$ cat src/rtl/pcr_file_trap.sv
// Processor control register file with a free-running timer, interrupt masking,
// trap entry/ERET sequencing and a host-side FROMHOST write port.
module pcr_file_trap #(
  parameter int XLEN    = 32,
  parameter int NUM_IRQ = 7
) (
  input  logic               clk,
  input  logic               reset,
  input  logic               stall,
  input  logic               enable,
  input  logic [1:0]         cmd,
  input  logic [4:0]         pcr,
  input  logic [11:0]        imm12,
  input  logic [XLEN-1:0]    wdata,
  output logic [XLEN-1:0]    rdata,
  input  logic               exception,
  input  logic [4:0]         exc_cause,
  input  logic [XLEN-1:0]    exc_pc,
  input  logic               exc_bad_valid,
  input  logic [XLEN-1:0]    exc_badvaddr,
  input  logic               eret,
  input  logic [NUM_IRQ-1:0] ext_irq,
  input  logic               host_wr,
  input  logic [XLEN-1:0]    host_wdata,
  output logic               irq_take,
  output logic [4:0]         irq_cause,
  output logic [XLEN-1:0]    status,
  output logic [XLEN-1:0]    evec,
  output logic [XLEN-1:0]    epc,
  output logic [XLEN-1:0]    tohost
);

  typedef enum logic [1:0] {
    CMD_MFPCR    = 2'd0,
    CMD_MTPCR    = 2'd1,
    CMD_SETPCR   = 2'd2,
    CMD_CLEARPCR = 2'd3
  } cmd_e;

  localparam logic [4:0] PCR_STATUS   = 5'd0;
  localparam logic [4:0] PCR_EPC      = 5'd1;
  localparam logic [4:0] PCR_BADVADDR = 5'd2;
  localparam logic [4:0] PCR_EVEC     = 5'd3;
  localparam logic [4:0] PCR_COUNT    = 5'd4;
  localparam logic [4:0] PCR_COMPARE  = 5'd5;
  localparam logic [4:0] PCR_CAUSE    = 5'd6;
  localparam logic [4:0] PCR_PTBR     = 5'd7;
  localparam logic [4:0] PCR_K0       = 5'd12;
  localparam logic [4:0] PCR_K1       = 5'd13;
  localparam logic [4:0] PCR_TOHOST   = 5'd30;
  localparam logic [4:0] PCR_FROMHOST = 5'd31;

  logic            r_et, r_ps, r_s, r_vm, r_tp;
  logic [7:0]      r_im;
  logic [XLEN-1:0] r_epc, r_badvaddr, r_evec, r_count, r_compare, r_cause;
  logic [XLEN-1:0] r_ptbr, r_k0, r_k1, r_tohost, r_fromhost;

  cmd_e            w_cmd;
  logic [7:0]      w_ip, w_pend;
  logic [XLEN-1:0] w_status, w_old, w_sext, w_wval, w_count_next, w_trap_cause;
  logic            w_trap, w_eret, w_core_wr, w_wr_count, w_wr_compare, w_tp_next;

  assign w_cmd  = cmd_e'(cmd);
  assign w_ip   = {r_tp, 7'(ext_irq)};
  assign w_sext = {{(XLEN-12){imm12[11]}}, imm12};

  // NOTE: every always_comb output gets a default first so no path leaves it unassigned (no latch).
  always_comb begin
    w_status        = '0;
    w_status[0]     = r_et;
    w_status[4]     = r_ps;
    w_status[5]     = r_s;
    w_status[8]     = r_vm;
    w_status[23:16] = w_ip;
    w_status[31:24] = r_im;
  end

  always_comb begin
    w_old = '0;
    case (pcr)
      PCR_STATUS:   w_old = w_status;
      PCR_EPC:      w_old = r_epc;
      PCR_BADVADDR: w_old = r_badvaddr;
      PCR_EVEC:     w_old = r_evec;
      PCR_COUNT:    w_old = r_count;
      PCR_COMPARE:  w_old = r_compare;
      PCR_CAUSE:    w_old = r_cause;
      PCR_PTBR:     w_old = r_ptbr;
      PCR_K0:       w_old = r_k0;
      PCR_K1:       w_old = r_k1;
      PCR_TOHOST:   w_old = r_tohost;
      PCR_FROMHOST: w_old = r_fromhost;
      default:      w_old = '0;
    endcase
  end

  always_comb begin
    w_wval = w_old;
    case (w_cmd)
      CMD_MTPCR:    w_wval = wdata;
      CMD_SETPCR:   w_wval = w_old | w_sext;
      CMD_CLEARPCR: w_wval = w_old & ~w_sext;
      default:      w_wval = w_old;
    endcase
  end

  // Trap beats ERET beats software writes; stall freezes all three.
  assign w_trap       = exception & ~stall;
  assign w_eret       = eret & ~exception & ~stall;
  assign w_core_wr    = enable & (w_cmd != CMD_MFPCR) & ~stall & ~exception & ~eret;
  assign w_wr_count   = w_core_wr & (pcr == PCR_COUNT);
  assign w_wr_compare = w_core_wr & (pcr == PCR_COMPARE);

  assign w_count_next = w_wr_count ? w_wval : r_count + XLEN'(1);
  assign w_tp_next    = w_wr_compare ? 1'b0 :
                        (w_count_next == r_compare) ? 1'b1 : r_tp;

  always_comb begin
    w_trap_cause         = '0;
    w_trap_cause[XLEN-1] = ~r_et;
    w_trap_cause[4:0]    = exc_cause;
  end

  // NOTE: sequential state uses non-blocking assignments so every register sees pre-edge values.
  always_ff @(posedge clk) begin
    if (reset) begin
      r_et       <= 1'b0;
      r_ps       <= 1'b0;
      r_s        <= 1'b1;
      r_vm       <= 1'b0;
      r_im       <= '0;
      r_tp       <= 1'b0;
      r_epc      <= '0;
      r_badvaddr <= '0;
      r_evec     <= '0;
      r_count    <= '0;
      r_compare  <= '0;
      r_cause    <= '0;
      r_ptbr     <= '0;
      r_k0       <= '0;
      r_k1       <= '0;
      r_tohost   <= '0;
      r_fromhost <= '0;
    end else begin
      r_count <= w_count_next;
      r_tp    <= w_tp_next;
      if (w_trap) begin
        r_epc   <= exc_pc;
        r_cause <= w_trap_cause;
        if (exc_bad_valid) r_badvaddr <= exc_badvaddr;
        r_ps <= r_s;
        r_s  <= 1'b1;
        r_et <= 1'b0;
      end else if (w_eret) begin
        r_s  <= r_ps;
        r_et <= 1'b1;
      end else if (w_core_wr) begin
        case (pcr)
          PCR_STATUS: begin
            r_et <= w_wval[0];
            r_ps <= w_wval[4];
            r_s  <= w_wval[5];
            r_vm <= w_wval[8];
            r_im <= w_wval[31:24];
          end
          PCR_EVEC:    r_evec    <= {w_wval[XLEN-1:2], 2'b00};
          PCR_COMPARE: r_compare <= w_wval;
          PCR_PTBR:    r_ptbr    <= w_wval;
          PCR_K0:      r_k0      <= w_wval;
          PCR_K1:      r_k1      <= w_wval;
          PCR_TOHOST:  r_tohost  <= w_wval;
          default: ;
        endcase
      end
      // The host port ignores stall and overrides a same-cycle core write.
      if (host_wr) r_fromhost <= host_wdata;
      else if (w_core_wr && (pcr == PCR_FROMHOST)) r_fromhost <= w_wval;
    end
  end

  assign w_pend   = w_ip & r_im;
  assign irq_take = r_et & (|w_pend);

  always_comb begin
    irq_cause = '0;
    for (int i = 7; i >= 0; i--)
      if (w_pend[i]) irq_cause = 5'(16 + i);
  end

  assign rdata  = enable ? w_old : '0;
  assign status = w_status;
  assign evec   = r_evec;
  assign epc    = r_epc;
  assign tohost = r_tohost;

endmodule

$ cat config.mk
export PLATFORM = sky130hd
export DESIGN_NAME = pcr_file_trap
export DESIGN_NICKNAME = d
export VERILOG_FILES = /design/src/rtl/pcr_file_trap.sv
export SDC_FILE = /design/constraint.sdc
export NUM_CORES = 1
export LEC_CHECK = 0
export ABC_AREA = 1
export BUFFER_PORTS_ARGS = -buffer_cell sky130_fd_sc_hd__buf_2
export CORE_UTILIZATION = 35
export DETAILED_ROUTE_END_ITERATION = 10
export HOLD_SLACK_MARGIN = 0.05
export SETUP_SLACK_MARGIN = 0.2
export SYNTH_ARGS = -nofsm -noshare
export SYNTH_HDL_FRONTEND = slang
export SYNTH_SLANG_ARGS = --single-unit
export TNS_END_PERCENT = 20
$ cat constraint.sdc
create_clock -name clk -period 2.75 [get_ports clk]
set_clock_uncertainty 0.2 [all_clocks]
set_input_delay 0.275 -clock clk [delete_from_list [all_inputs] [get_ports clk]]
set_output_delay 0.275 -clock clk [all_outputs]
set_load 0.05 [all_outputs]
After elaboration in Yosys (flattened, before gate mapping)

Cells that the tools add are included.

Input port bits: 167
Flip-flop bits (word level): 337
Output and inout port bits: 166
Logic and storage cells: 99

Bitwise gates (word level): 20
Muxes and demuxes: 24
Add/subtract/negate cells: 1
Equality and inequality tests: 16
Reductions and logical operators: 21

Operator list:

| cell                  | count |
|---|---|
| $pmux 32 s12          | 1 |
| $mux 32               | 4 |
| $pmux 32 s3           | 1 |
| $mux 5                | 8 |
| $add 32x1->32 const B | 1 |
| $and 32x32->32        | 1 |
| $eq 32x32->1          | 1 |
| $not 32->32           | 1 |
| $or 32x32->32         | 1 |
| $reduce_and 4->1      | 7 |
| $eq 5x3->1 const B    | 4 |
| $reduce_bool 2->1     | 6 |
| $and 1x1->1           | 10 |
| $eq 5x2->1 const B    | 2 |
| $eq 5x4->1 const B    | 2 |
| $eq 5x5->1 const B    | 2 |
| $mux 1                | 10 |
| $and 8x8->8           | 1 |
| $reduce_or 8->1       | 1 |
| $not 1->1             | 6 |
| $eq 5x1->1 const B    | 1 |
| $logic_not 5->1       | 1 |
| $eq 2x2->1 const B    | 2 |
| $reduce_and 2->1      | 2 |
| 5 further kinds       | 6 |

Depth between registers and ports, before layout

Gate-level depths: netlist (run 1).

Depth in word-level cells: 9
Gate-level depth with buffers: 20
Gate-level depth less buffers: 18

Worst setup path before layout (run 1)

OpenSTA, ideal clock, no wires.

Path kind: register to output
Start point: register r_im[7]
End point: output port irq_take
Buffers on the path: 0
Required time: 2.275 ns
Cell stages (with the launch flop): 5
Path slack: 0.114 ns
Arrival: 2.161 ns
Cells stage by stage: dfxtp_1 inv_1 o21ai_0 nor2_1 a21boi_0

Longest elaborated chain between the ends: 3

RTL lines:

| element                  | line | RTL |
|---|---|---|
| start: declaration       | 54   | `logic [7:0] r_im;` |
| start signal: assignment | 164  | `r_im <= w_wval[31:24];` |
| $and 8x8->8              | 181  | `assign w_pend = w_ip & r_im;` |
| $reduce_or 8->1          | 182  | `assign irq_take = r_et & (\|w_pend);` |
| $and 1x1->1              | 182  |  |
| end: declaration         | 25   | `output logic irq_take,` |

No other way between the ends.

Worst setup path in the final report (run 1)

Start point: input port cmd[1]
End point: register r_tp

Longest elaborated chain between the ends: 8
Elaborated cells on any way between the ends: 14
Classes of those cells: eq/ne (4); mux (2); bitwise (6); reduce/logical (2)

RTL lines:

| element                  | line | RTL |
|---|---|---|
| start: declaration       | 11   | `input logic [1:0] cmd,` |
| $reduce_bool 2->1        | 110  | `assign w_core_wr = enable & (w_cmd != CMD_MFPCR) & ~stall & ~exception & ~eret;` |
| $and 1x1->1 (4 in a row) | 110  |  |
| $and 1x1->1              | 111  | `assign w_wr_count = w_core_wr & (pcr == PCR_COUNT);` |
| $mux 32                  | 114  | `assign w_count_next = w_wr_count ? w_wval : r_count + XLEN'(1);` |
| $eq 32x32->1             | 116  | `(w_count_next == r_compare) ? 1'b1 : r_tp;` |
| end signal: assignment   | 146  | `r_tp <= w_tp_next;` |
| end: declaration         | 53   | `logic r_et, r_ps, r_s, r_vm, r_tp;` |

Parallel ways exist; a longest one is shown, timed or not.
A chain may end at the register's enable or synchronous reset.

==> results.sh, run 1 <==
export IMPL_crit_type="in -> reg"
export IMPL_timing_final_crit_share=0.944
export IMPL_multiInputGateArea_um2=9610
export IMPL_power_ir_vdd_worst_mv=0.348
export IMPL_final_max_slew_violation_count=0
export IMPL_leakage_power_nw=12.1
export IMPL_synthToLayoutAreaGrowth_pct=45.8
export IMPL_detailed_place_hpwl_um=61400
export IMPL_synth_cell_types=41
export IMPL_gp_congestion=1.05
export IMPL_timing_rr_start="r_count[8]"
export IMPL_synth_cells=2672
export IMPL_synth_yosys_warnings=0
export IMPL_pin_count=333
export IMPL_outcome="completed"
export IMPL_yosysTopAreaCellShare=0.386
export IMPL_route_antenna_remaining_nets=0
export IMPL_worst_slew_pin_transition_ns=0.581
export IMPL_netlist_top_cells_area="dfxtp_1 (39%), nand2_1 (16%), o21ai_0 (9.2%)"
export IMPL_hold_slack_ns=0.0745
export IMPL_first_global_vias=20700
export IMPL_timing_rr_end="r_tp"
export IMPL_report_final_hold_viol_count=0
export IMPL_number_of_synthesized_flops_with_an_enable_pin=0
export IMPL_max_freq_mhz=385
export IMPL_detail_route_wl_per_cell_um=20.1
export IMPL_num_antenna_cells=0
export IMPL_detailroute_via_count=21500
export IMPL_layout_nets=3527
export IMPL_timing_critical_path_fanout_max=17
export IMPL_vias_per_cell=5.32
export IMPL_grt_overflow_total=0
export IMPL_initial_utilization=0.356
export IMPL_wire_length_of_the_first_global_routing_pass_um=120000
export IMPL_dieWidth_um=225
export IMPL_placement_io_buffers=317
export IMPL_cts_reportedPaths_clkPinSlew_ns=0.06
export IMPL_cp_data_arrival_time_ns=2.90
export IMPL_flip_flop_and_latch_count_after_synthesis=337
export IMPL_syn_avg_cell_area_um2=6.54
export IMPL_hold_start="wdata[18]"
export IMPL_post_route_min_period_ns=2.60
export IMPL_cts_sink_count=337
export IMPL_reg2reg_setup_slack_ns=0.19
export IMPL_floorplan_core_area_um2=49100
export IMPL_cellPowerDensity_nw_per_um2=479
export IMPL_synth_top_area_cell="dfxtp_1"
export IMPL_cp_endpoint="r_tp"
export IMPL_n_fill_cell=4839
export IMPL_drc_errors_left=0
export IMPL_crit_required_ns=3.06
export IMPL_most_instantiated_flip_flop_cell_in_the_synthesis_netlist="dfxtp_1"
export IMPL_die_area_um2=50800
export IMPL_ctsHtreeMaxLevel=2
export IMPL_maxSlewHeadroom=0.608
export IMPL_cts_inserted_buffers=40
export IMPL_synth_cell_area_um2=17500
export IMPL_setup_viol=0
export IMPL_tritoncts="done"
export IMPL_grt_setup_unrepaired="yes"
export IMPL_post_route_cells_drive_above_1_share=0.257
export IMPL_grt_start_max_net_pins=81
export IMPL_detail_route_wirelength_um=81600
export IMPL_fin_tns_setup_ns=0
export IMPL_postSynth_asyncResetShare=0
export IMPL_detail_route_iter0_violations=2189
export IMPL_drv_max_cap_violation_count=0
export IMPL_grt_total_usage=0.314
export IMPL_die_height_um=225
export IMPL_total_power_mw=12.2
export IMPL_worst_r2r_cell_count=16
export IMPL_clock_tree_root_cell="clkbuf_16"
export IMPL_worst_setup_path_end_kind="flip-flop"
export IMPL_hold_path_class="in -> reg"
export IMPL_worstSkewPairLatency_ns=0.58
export IMPL_grt_antenna_before_repair=1
export IMPL_worst_setup_path_start_kind="primary input"
export IMPL_crit_path_start="cmd[1]"
export IMPL_final_seq_area_um2=6760
export IMPL_detail_route_first_pass_iterations=6
export IMPL_clk_path_buf_depth=3
export IMPL_ys_seq_area_frac=0.386
export IMPL_row_count=81
==> Yosys cell counts, types with 6 or more instances <==
cell type	number
nand2_1	744
dfxtp_1	337
o21ai_0	321
a21oi_1	276
nor2_1	218
nand3_1	215
inv_1	150
clkbuf_1	119
nand4_1	43
a31oi_1	33
buf_2	32
buf_4	32
nor3_1	26
nand3_2	14
o211ai_1	14
xor2_1	14
o21ai_1	10
nand4_2	9
nor2_2	9
nand3b_1	7
inv_2	6
==> where the power goes <==
group          total (mW)  switching, mW  internal [mW]
Sequential           5.06         0.0788           4.98
Combinational        1.79           1.10          0.699
Clock                5.35           2.24           3.11
==> metrics by stage <==
stage	worst slack (ns)	utilization	cells	area, um^2
6_report	0.154	0.519	4050	25500
4_1_cts	0.0990	0.513	4046	25100
2_1_floorplan	0.135	-	2686	17500
3_5_place_dp	-0.577	0.452	3827	22200
3_3_place_gp	-0.593	0.452	3827	22200
5_1_grt	0.0386	0.519	4050	25500
==> state kept, by name (all words and copies together) (netlist names) <==
register	cells
r_fromhost	32
r_et	1
r_badvaddr	32
r_tp	1
r_cause	6
r_im	8
r_k1	32
r_vm	1
tohost	32
r_count	32
r_s	1
epc	32
evec	30
r_ptbr	32
r_compare	32
r_ps	1
r_k0	32
==> layout by cell type (no fill, tap or decap), types with 39 or more instances in the layout <==
master and count:
dlygate4sd3_1 138, inv_1 150, buf_4 325, nand2_1 737
a21oi_1 274, buf_12 39, nor2_1 193, buf_2 295
nand3_1 207, nand4_1 43, dfxtp_1 330, o21ai_0 303
clkbuf_16 42
==> cells by family (layout without fill, tap and decap cells) <==
| family | Yosys count | count (layout) | share of synthesized area |
|---|---|---|---|
| flip-flops | 337 | 337 | 0.386 |
| adder cells (fa/ha/maj) | 1 | 1 | 0.000716 |
| other | 1 | 15 | 0.000215 |
| AND/OR/NAND/NOR | 1302 | 1302 | 0.322 |
| XOR/XNOR | 19 | 19 | 0.00953 |
| buffers and inverters | 349 | 1049 | 0.0855 |
| AO/OA/AOI/OAI | 663 | 663 | 0.196 |
==> routing by layer <==
metal,vias up,track usage,part of all wire
met3,228,0.0366,0.060
met4,0,0.215,0.069
li1,10200,-,-
met5,-,0,0
met2,990,0.523,0.47
met1,10100,0.380,0.40
==> what timing repair did <==
item,in CTS,in global routing
buffers inserted,12,3
gates resized for setup,54,104
gates cloned,0,1
pin swaps,10,6
endpoints found under the hold margin,107,0
setup endpoints to repair,31,40
hold buffers,138,0
==> critical path, cell delays in order <==
cell and delay (ns):
buf_2 0.22, buf_4 0.22, inv_1 0.14, buf_12 0.18, nand2_1 0.08, nand2_1 0.05, o21ai_1 0.37, nand4_1 0.31
nand3_2 0.14, buf_4 0.12, nand3_1 0.06, nand2_1 0.07, nand2_1 0.05, nor2_1 0.08, nand2_1 0.09, nor2_1 0.11
buf_4 0.13, nand2_1 0.06, a21oi_2 0.10
==> layout make-up <==
cell class / count / share of cell area
clock buffers: 60 / 0.0470
clock inverters: 9 / 0.00428
inverters: 159 / 0.0238
multi-input cells: 2000 / 0.378
flip-flops and latches: 337 / 0.265
well taps: 664 / 0.0326
repair buffers: 821 / 0.249
==> how the worst min path moves through the flow <==
stage / depth (start not counted) / endpoint / slack [ns]
after floorplan: 2 / r_cause[1] / 0.21
final: 6 / r_fromhost[18] / 0.07
after global placement: 2 / r_badvaddr[21] / 0.24
after global routing: 5 / r_cause[31] / 0.11
after detailed placement: 2 / r_badvaddr[21] / 0.25
after CTS: 6 / r_fromhost[18] / 0.06
Note: power is estimated with default switching activity, not from simulation.
==> inputs of run 2 (changes only) <==
Settings changed: CTS_BUF_LIST from default to sky130_fd_sc_hd__clkbuf_4 sky130_fd_sc_hd__clkbuf_8.
==> run 2 against run 1 <==
Register-to-register slack got worse by 0.02 ns; largest power group unchanged; critical endpoint unchanged; count of clock-buffer cells in the layout increased by 35; maximum frequency increased by 0.55%; design area increased by 3.7%; first-iteration DRC count increased by 9.5%; combinational power increased by 6%; highest routed layer unchanged; worst hold slack improved by 0.013 ns; clock power decreased by 0.9%; sequential cell count unchanged; critical path depth decreased by 2.
==> results.sh, run 2 (synthesis results as in run 1) <==
export IMPL_outcome="completed"
export IMPL_worstSkewPairLatency_ns=0.68
export IMPL_wire_length_of_the_first_global_routing_pass_um=124000
export IMPL_grt_total_usage=0.322
export IMPL_finalWorstSetupSlack_ns=0.168
export IMPL_cpMostUsedCell="nand2_1"
export IMPL_first_global_vias=21400
export IMPL_post_route_min_period_ns=2.58
export IMPL_comb_power_share=0.155
export IMPL_post_route_cells_drive_above_1_share=0.269
export IMPL_placement_io_buffers=317
export IMPL_row_count=81
export IMPL_route_antenna_remaining_nets=0
export IMPL_cellPowerDensity_nw_per_um2=464
export IMPL_power_clock_fraction=0.432
export IMPL_grt_start_max_net_pins=81
export IMPL_grt_setup_unrepaired="yes"
export IMPL_timing_rr_start="r_count[7]"
export IMPL_cp_data_arrival_time_ns=2.97
export IMPL_peak_per_stage_delay_on_the_critical_path_ns=0.41
export IMPL_final_core_utilization=0.538
export IMPL_detailroute_via_count=22200
export IMPL_timing_critical_path_fanout_max=4
export IMPL_worst_r2r_cell_count=17
export IMPL_min_path_cells=6
export IMPL_layout_nets=3637
export IMPL_cts_inserted_buffers=60
export IMPL_leakage_power_nw=12.7
export IMPL_power_share_sequential=0.413
export IMPL_power_ir_vdd_worst_mv=0.305
export IMPL_worst_setup_path_start_kind="flip-flop"
export IMPL_drc_errors_left=0
export IMPL_vias_per_cell=5.31
export IMPL_critical_path_top_delay_family="simple AND/OR/NAND/NOR gates"
export IMPL_clock_tree_root_cell="clkbuf_8"
export IMPL_internal_power_mw=8.75
export IMPL_mostFrequentLayoutCell="nand2_1"
export IMPL_cts_reportedPaths_clkPinSlew_ns=0.06
export IMPL_grt_overflow_total=0
export IMPL_cp_depth=17
export IMPL_timing_final_crit_share=0.939
export IMPL_synthToLayoutAreaGrowth_pct=51.2
export IMPL_hold_start="exception"
export IMPL_initial_utilization=0.356
export IMPL_clk_path_buf_depth=3
export IMPL_dieWidth_um=225
export IMPL_maxSlewHeadroom=0.606
export IMPL_worst_setup_path_end_kind="flip-flop"
export IMPL_ctsHtreeMaxLevel=2
export IMPL_power_switching_mw=3.51
export IMPL_crit_slowest_cell="dfxtp_1"
export IMPL_hold_slack_ns=0.0872
export IMPL_grt_antenna_before_repair=1
export IMPL_crit_path_start="r_count[7]"
export IMPL_detail_route_wirelength_um=83900
export IMPL_fin_tns_setup_ns=0
export IMPL_worst_slew_pin_transition_ns=0.585
export IMPL_die_area_um2=50800
export IMPL_report_final_hold_viol_count=0
export IMPL_cts_sink_count=337
export IMPL_critical_path_cell_chain="nand2_1 -> nor2_1 -> nand2_1 -> nor2_4 -> nand2_2 -> xnor2_1 -> nand2_1 -> buf_4 -> nand2_1 -> nand2_1 -> nand2_2 -> nand3_2 -> nor2_2 -> nand2_1 -> nor2_1 -> nand2_1 -> a21oi_2"
export IMPL_detailed_place_hpwl_um=61400
export IMPL_floorplan_core_area_um2=49100
export IMPL_detail_route_first_pass_iterations=6
export IMPL_layout_cells_most_common_list="nand2_1 (734), buf_4 (335), dfxtp_1 (323), o21ai_0 (302), buf_2 (294)"
export IMPL_setup_viol=0
export IMPL_final_max_slew_violation_count=0
export IMPL_drv_max_cap_violation_count=0
export IMPL_gp_congestion=1.05
export IMPL_detail_route_iter0_violations=2398
export IMPL_tritoncts="done"
export IMPL_crit_type="reg -> reg"
export IMPL_detail_route_wl_per_cell_um=20.1
export IMPL_n_fill_cell=4777
export IMPL_pin_count=333
export IMPL_die_height_um=225
export IMPL_swShare=0.286
export IMPL_crit_buf_inv=1
export IMPL_hold_path_class="in -> reg"
export IMPL_detailedPlace_worstSlack_ns=-0.577
export IMPL_max_freq_mhz=387
export IMPL_crit_required_ns=3.14
==> run 2: power groups by stage <==
| stage | Combinational (mW) | Sequential (mW) | Clock, mW |
|---|---|---|---|
| floorplan | 0.698 | 5.24 | 0 |
| global placement | 1.57 | 5.16 | 0 |
| detailed placement | 1.59 | 5.16 | 0 |
| CTS | 1.84 | 5.06 | 5.35 |
| global route | 2.00 | 5.07 | 5.58 |
| finish | 1.90 | 5.06 | 5.30 |
==> run 2: timing repair <==
action                                  4_1_cts  5_1_grt
pin swaps                                    15       16
endpoints found under the setup margin       32       36
buffers inserted                             20        4
gates resized for setup                      68      105
hold buffers                                219        0
gates cloned                                  0        1
hold endpoints to repair                    140        0
==> run 2: layer usage <==
layer / up-vias / track usage / wire length, um
li1: 10500 / - / -
met1: 10400 / 0.389 / 33400
met2: 1112 / 0.540 / 39200
met3: 246 / 0.0385 / 5450
met4: 0 / 0.214 / 5840
met5: - / 0 / 0
==> run 2: cell type report <==
cell class | instances | area (um^2) | area share
Clock buffer | 95 | 1210 | 0.0459
Tap cell | 664 | 831 | 0.0315
Sequential cell | 337 | 6770 | 0.256
Timing Repair Buffer | 911 | 7220 | 0.273
Antenna cell | 1 | 2.50 | 0.0000947
Multi-Input combinational cell | 2000 | 9630 | 0.365
Clock inverter | 15 | 143 | 0.00540
Inverter | 159 | 607 | 0.0230
==> run 2: final timing paths <==
kind / endpoint / slack [ns]
worst max-delay path: r_tp / 0.17
worst min-delay path: r_cause[31] / 0.09
worst max register to register: r_tp / 0.17
worst min register to register: r_badvaddr[21] / 0.25
==> run 2: worst register-to-register path, stage by stage (launching register included) <==
cell,delay (ns)
dfxtp_1,0.41
nand2_1,0.22
nor2_1,0.17
nand2_1,0.13
nor2_4,0.12
nand2_2,0.08
xnor2_1,0.15
nand2_1,0.13
buf_4,0.16
nand2_1,0.05
nand2_1,0.06
nand2_2,0.09
nand3_2,0.08
nor2_2,0.12
nand2_1,0.06
nor2_1,0.10
nand2_1,0.07
a21oi_2,0.10
==> run 2: through the flow <==
step | cell area, um^2 | std cells | total power [mW]
2_1_floorplan | 17500 | 2686 | 5.94
3_3_place_gp | 22200 | 3827 | 6.74
3_5_place_dp | 22200 | 3827 | 6.75
4_1_cts | 26100 | 4176 | 12.2
5_1_grt | 26400 | 4182 | 12.6
6_report | 26400 | 4182 | 12.3
==> inputs of run 3 (changes only) <==
Settings changed: REMOVE_ABC_BUFFERS from default to 1.
==> run 3 against run 2 <==
Die area unchanged; design area is 4.8% lower; sequential cell count unchanged; total power fell by 2.5%; worst hold slack worse by 0.0010 ns; clock power shrank 1%; utilization decreased by 2.6 points; highest routed layer unchanged.
==> results.sh, run 3 (synthesis results as in run 1) <==
export IMPL_detail_route_iter0_violations=1721
export IMPL_grt_overflow_total=0
export IMPL_cts_inserted_buffers=66
export IMPL_crit_slowest_cell="dfxtp_2"
export IMPL_initial_utilization=0.356
export IMPL_clk_path_buf_depth=3
export IMPL_final_cell_count_no_fill=4041
export IMPL_max_freq_mhz=389
export IMPL_final_core_utilization=0.513
export IMPL_hold_path_class="in -> reg"
export IMPL_tritoncts="done"
export IMPL_row_count=81
export IMPL_die_height_um=225
export IMPL_layout_cells_most_common_list="nand2_1 (732), dfxtp_1 (319), o21ai_0 (313), buf_2 (298), a21oi_1 (275)"
export IMPL_cts_reportedPaths_clkPinSlew_ns=0.06
export IMPL_detailed_place_hpwl_um=55500
export IMPL_pin_count=333
export IMPL_crit_type="reg -> reg"
export IMPL_cp_data_arrival_time_ns=2.94
export IMPL_detail_route_wirelength_um=79300
export IMPL_route_antenna_remaining_nets=0
export IMPL_worst_setup_path_end_kind="flip-flop"
export IMPL_post_route_min_period_ns=2.57
export IMPL_place_inst=3730
export IMPL_gp_congestion=0.961
export IMPL_grt_start_max_net_pins=92
export IMPL_n_fill_cell=4989
export IMPL_cellPowerDensity_nw_per_um2=475
export IMPL_peak_per_stage_delay_on_the_critical_path_ns=0.35
export IMPL_power_ir_vdd_worst_mv=0.337
export IMPL_grt_total_usage=0.307
export IMPL_worst_slew_pin_transition_ns=0.809
export IMPL_post_route_cells_drive_above_1_share=0.242
export IMPL_wire_length_of_the_first_global_routing_pass_um=118000
export IMPL_worstSkewPairLatency_ns=0.65
export IMPL_timing_final_crit_share=0.935
export IMPL_crit_required_ns=3.12
export IMPL_report_final_hold_viol_count=0
export IMPL_critical_path_cell_chain="ha_4 -> nand2_4 -> nor2_4 -> nand2_4 -> buf_6 -> nor3_2 -> buf_4 -> xor2_1 -> nand2_1 -> nand2_1 -> nand2_1 -> nand2_1 -> nand2_1 -> nor2_1 -> nand2_1 -> nor2_2 -> buf_4 -> nand2_1 -> a21oi_2"
export IMPL_timing_critical_path_fanout_max=4
export IMPL_drv_max_cap_violation_count=0
export IMPL_synthToLayoutAreaGrowth_pct=44.0
export IMPL_layout_nets=3499
export IMPL_dieWidth_um=225
export IMPL_drc_errors_left=0
export IMPL_die_area_um2=50800
export IMPL_detailroute_via_count=21200
export IMPL_floorplan_core_area_um2=49100
export IMPL_first_global_vias=20300
export IMPL_cts_sink_count=337
export IMPL_setup_viol=0
export IMPL_maxSlewHeadroom=0.460
export IMPL_detail_route_wl_per_cell_um=19.6
export IMPL_detail_route_first_pass_iterations=6
export IMPL_cpMostUsedCell="nand2_1"
export IMPL_leakage_power_nw=11.9
export IMPL_clock_tree_root_cell="clkbuf_8"
export IMPL_mostFrequentLayoutCell="nand2_1"
export IMPL_placement_io_buffers=317
export IMPL_grt_setup_unrepaired="yes"
export IMPL_vias_per_cell=5.25
export IMPL_outcome="completed"
export IMPL_grt_antenna_before_repair=2
export IMPL_final_max_slew_violation_count=0
export IMPL_ctsHtreeMaxLevel=3
export IMPL_worst_setup_path_start_kind="flip-flop"
[run 3: worst max-delay path, delay by kind of cell, from the launching register on]
family | cells | cell delay [ns]
flops | 1 | 0.35
compound gates | 1 | 0.10
xor+xnor | 1 | 0.15
simple gates | 13 | 1.14
fa+ha+maj | 1 | 0.15
buf+inv | 3 | 0.41
[run 3: cell type report]
type | count | area (um^2) | area share
Multi-Input combinational cell | 2000 | 9560 | 0.380
Inverter | 159 | 604 | 0.0240
Clock inverter | 11 | 63.8 | 0.00254
Timing Repair Buffer | 767 | 6040 | 0.240
Sequential cell | 337 | 6770 | 0.269
Tap cell | 664 | 831 | 0.0330
Antenna cell | 1 | 2.50 | 0.0000995
Clock buffer | 102 | 1280 | 0.0508
[run 3: through the flow]
stage	worst slack (ns)	TNS, ns	hold WS, ns	power [mW]	area (um^2)
final	0.177	0	0.0862	12.0	25200
after global routing	0.0404	0	0.0989	12.4	25200
after CTS	0.131	0	0.0512	12.0	24900
after detailed placement	-0.264	-0.264	0.248	6.57	21500
after global placement	-0.293	-0.293	0.243	6.56	21500
after floorplan	-1.95	-386.93	0.144	5.82	16600
[run 3: worst paths after layout]
path | start | end | slack [ns] | cells past startpoint
worst min-delay path | wdata[16] | r_count[16] | 0.09 | 6
worst max register to register | r_count[1] | r_tp | 0.18 | 19
worst max-delay path | r_count[1] | r_tp | 0.18 | 19
worst min register to register | r_badvaddr[9] | r_badvaddr[9] | 0.26 | 2
[run 3: report_power, final]
| group | total [mW] | leakage, nW | internal, mW | switching (mW) |
|---|---|---|---|---|
| sequential | 5.05 | 2.74 | 4.98 | 0.0628 |
| clock | 5.23 | 0.717 | 2.95 | 2.28 |
| combinational | 1.68 | 8.39 | 0.620 | 1.06 |
[run 3: repair_timing]
item,4_1_cts,5_1_grt
hold buffers,192,0
resized for setup,32,71
setup endpoints to repair,19,30
hold endpoints to repair,180,0
setup buffers,0,5
pin swaps,3,22
[run 3: layer usage]
metal,GRT usage,vias to the layer above,share of wire,wire (um)
li1,-,10200,-,-
met1,0.383,9975,0.42,33200
met2,0.518,925,0.48,37700
met3,0.0511,153,0.069,5510
met4,0.135,0,0.037,2910
met5,0,-,0,0
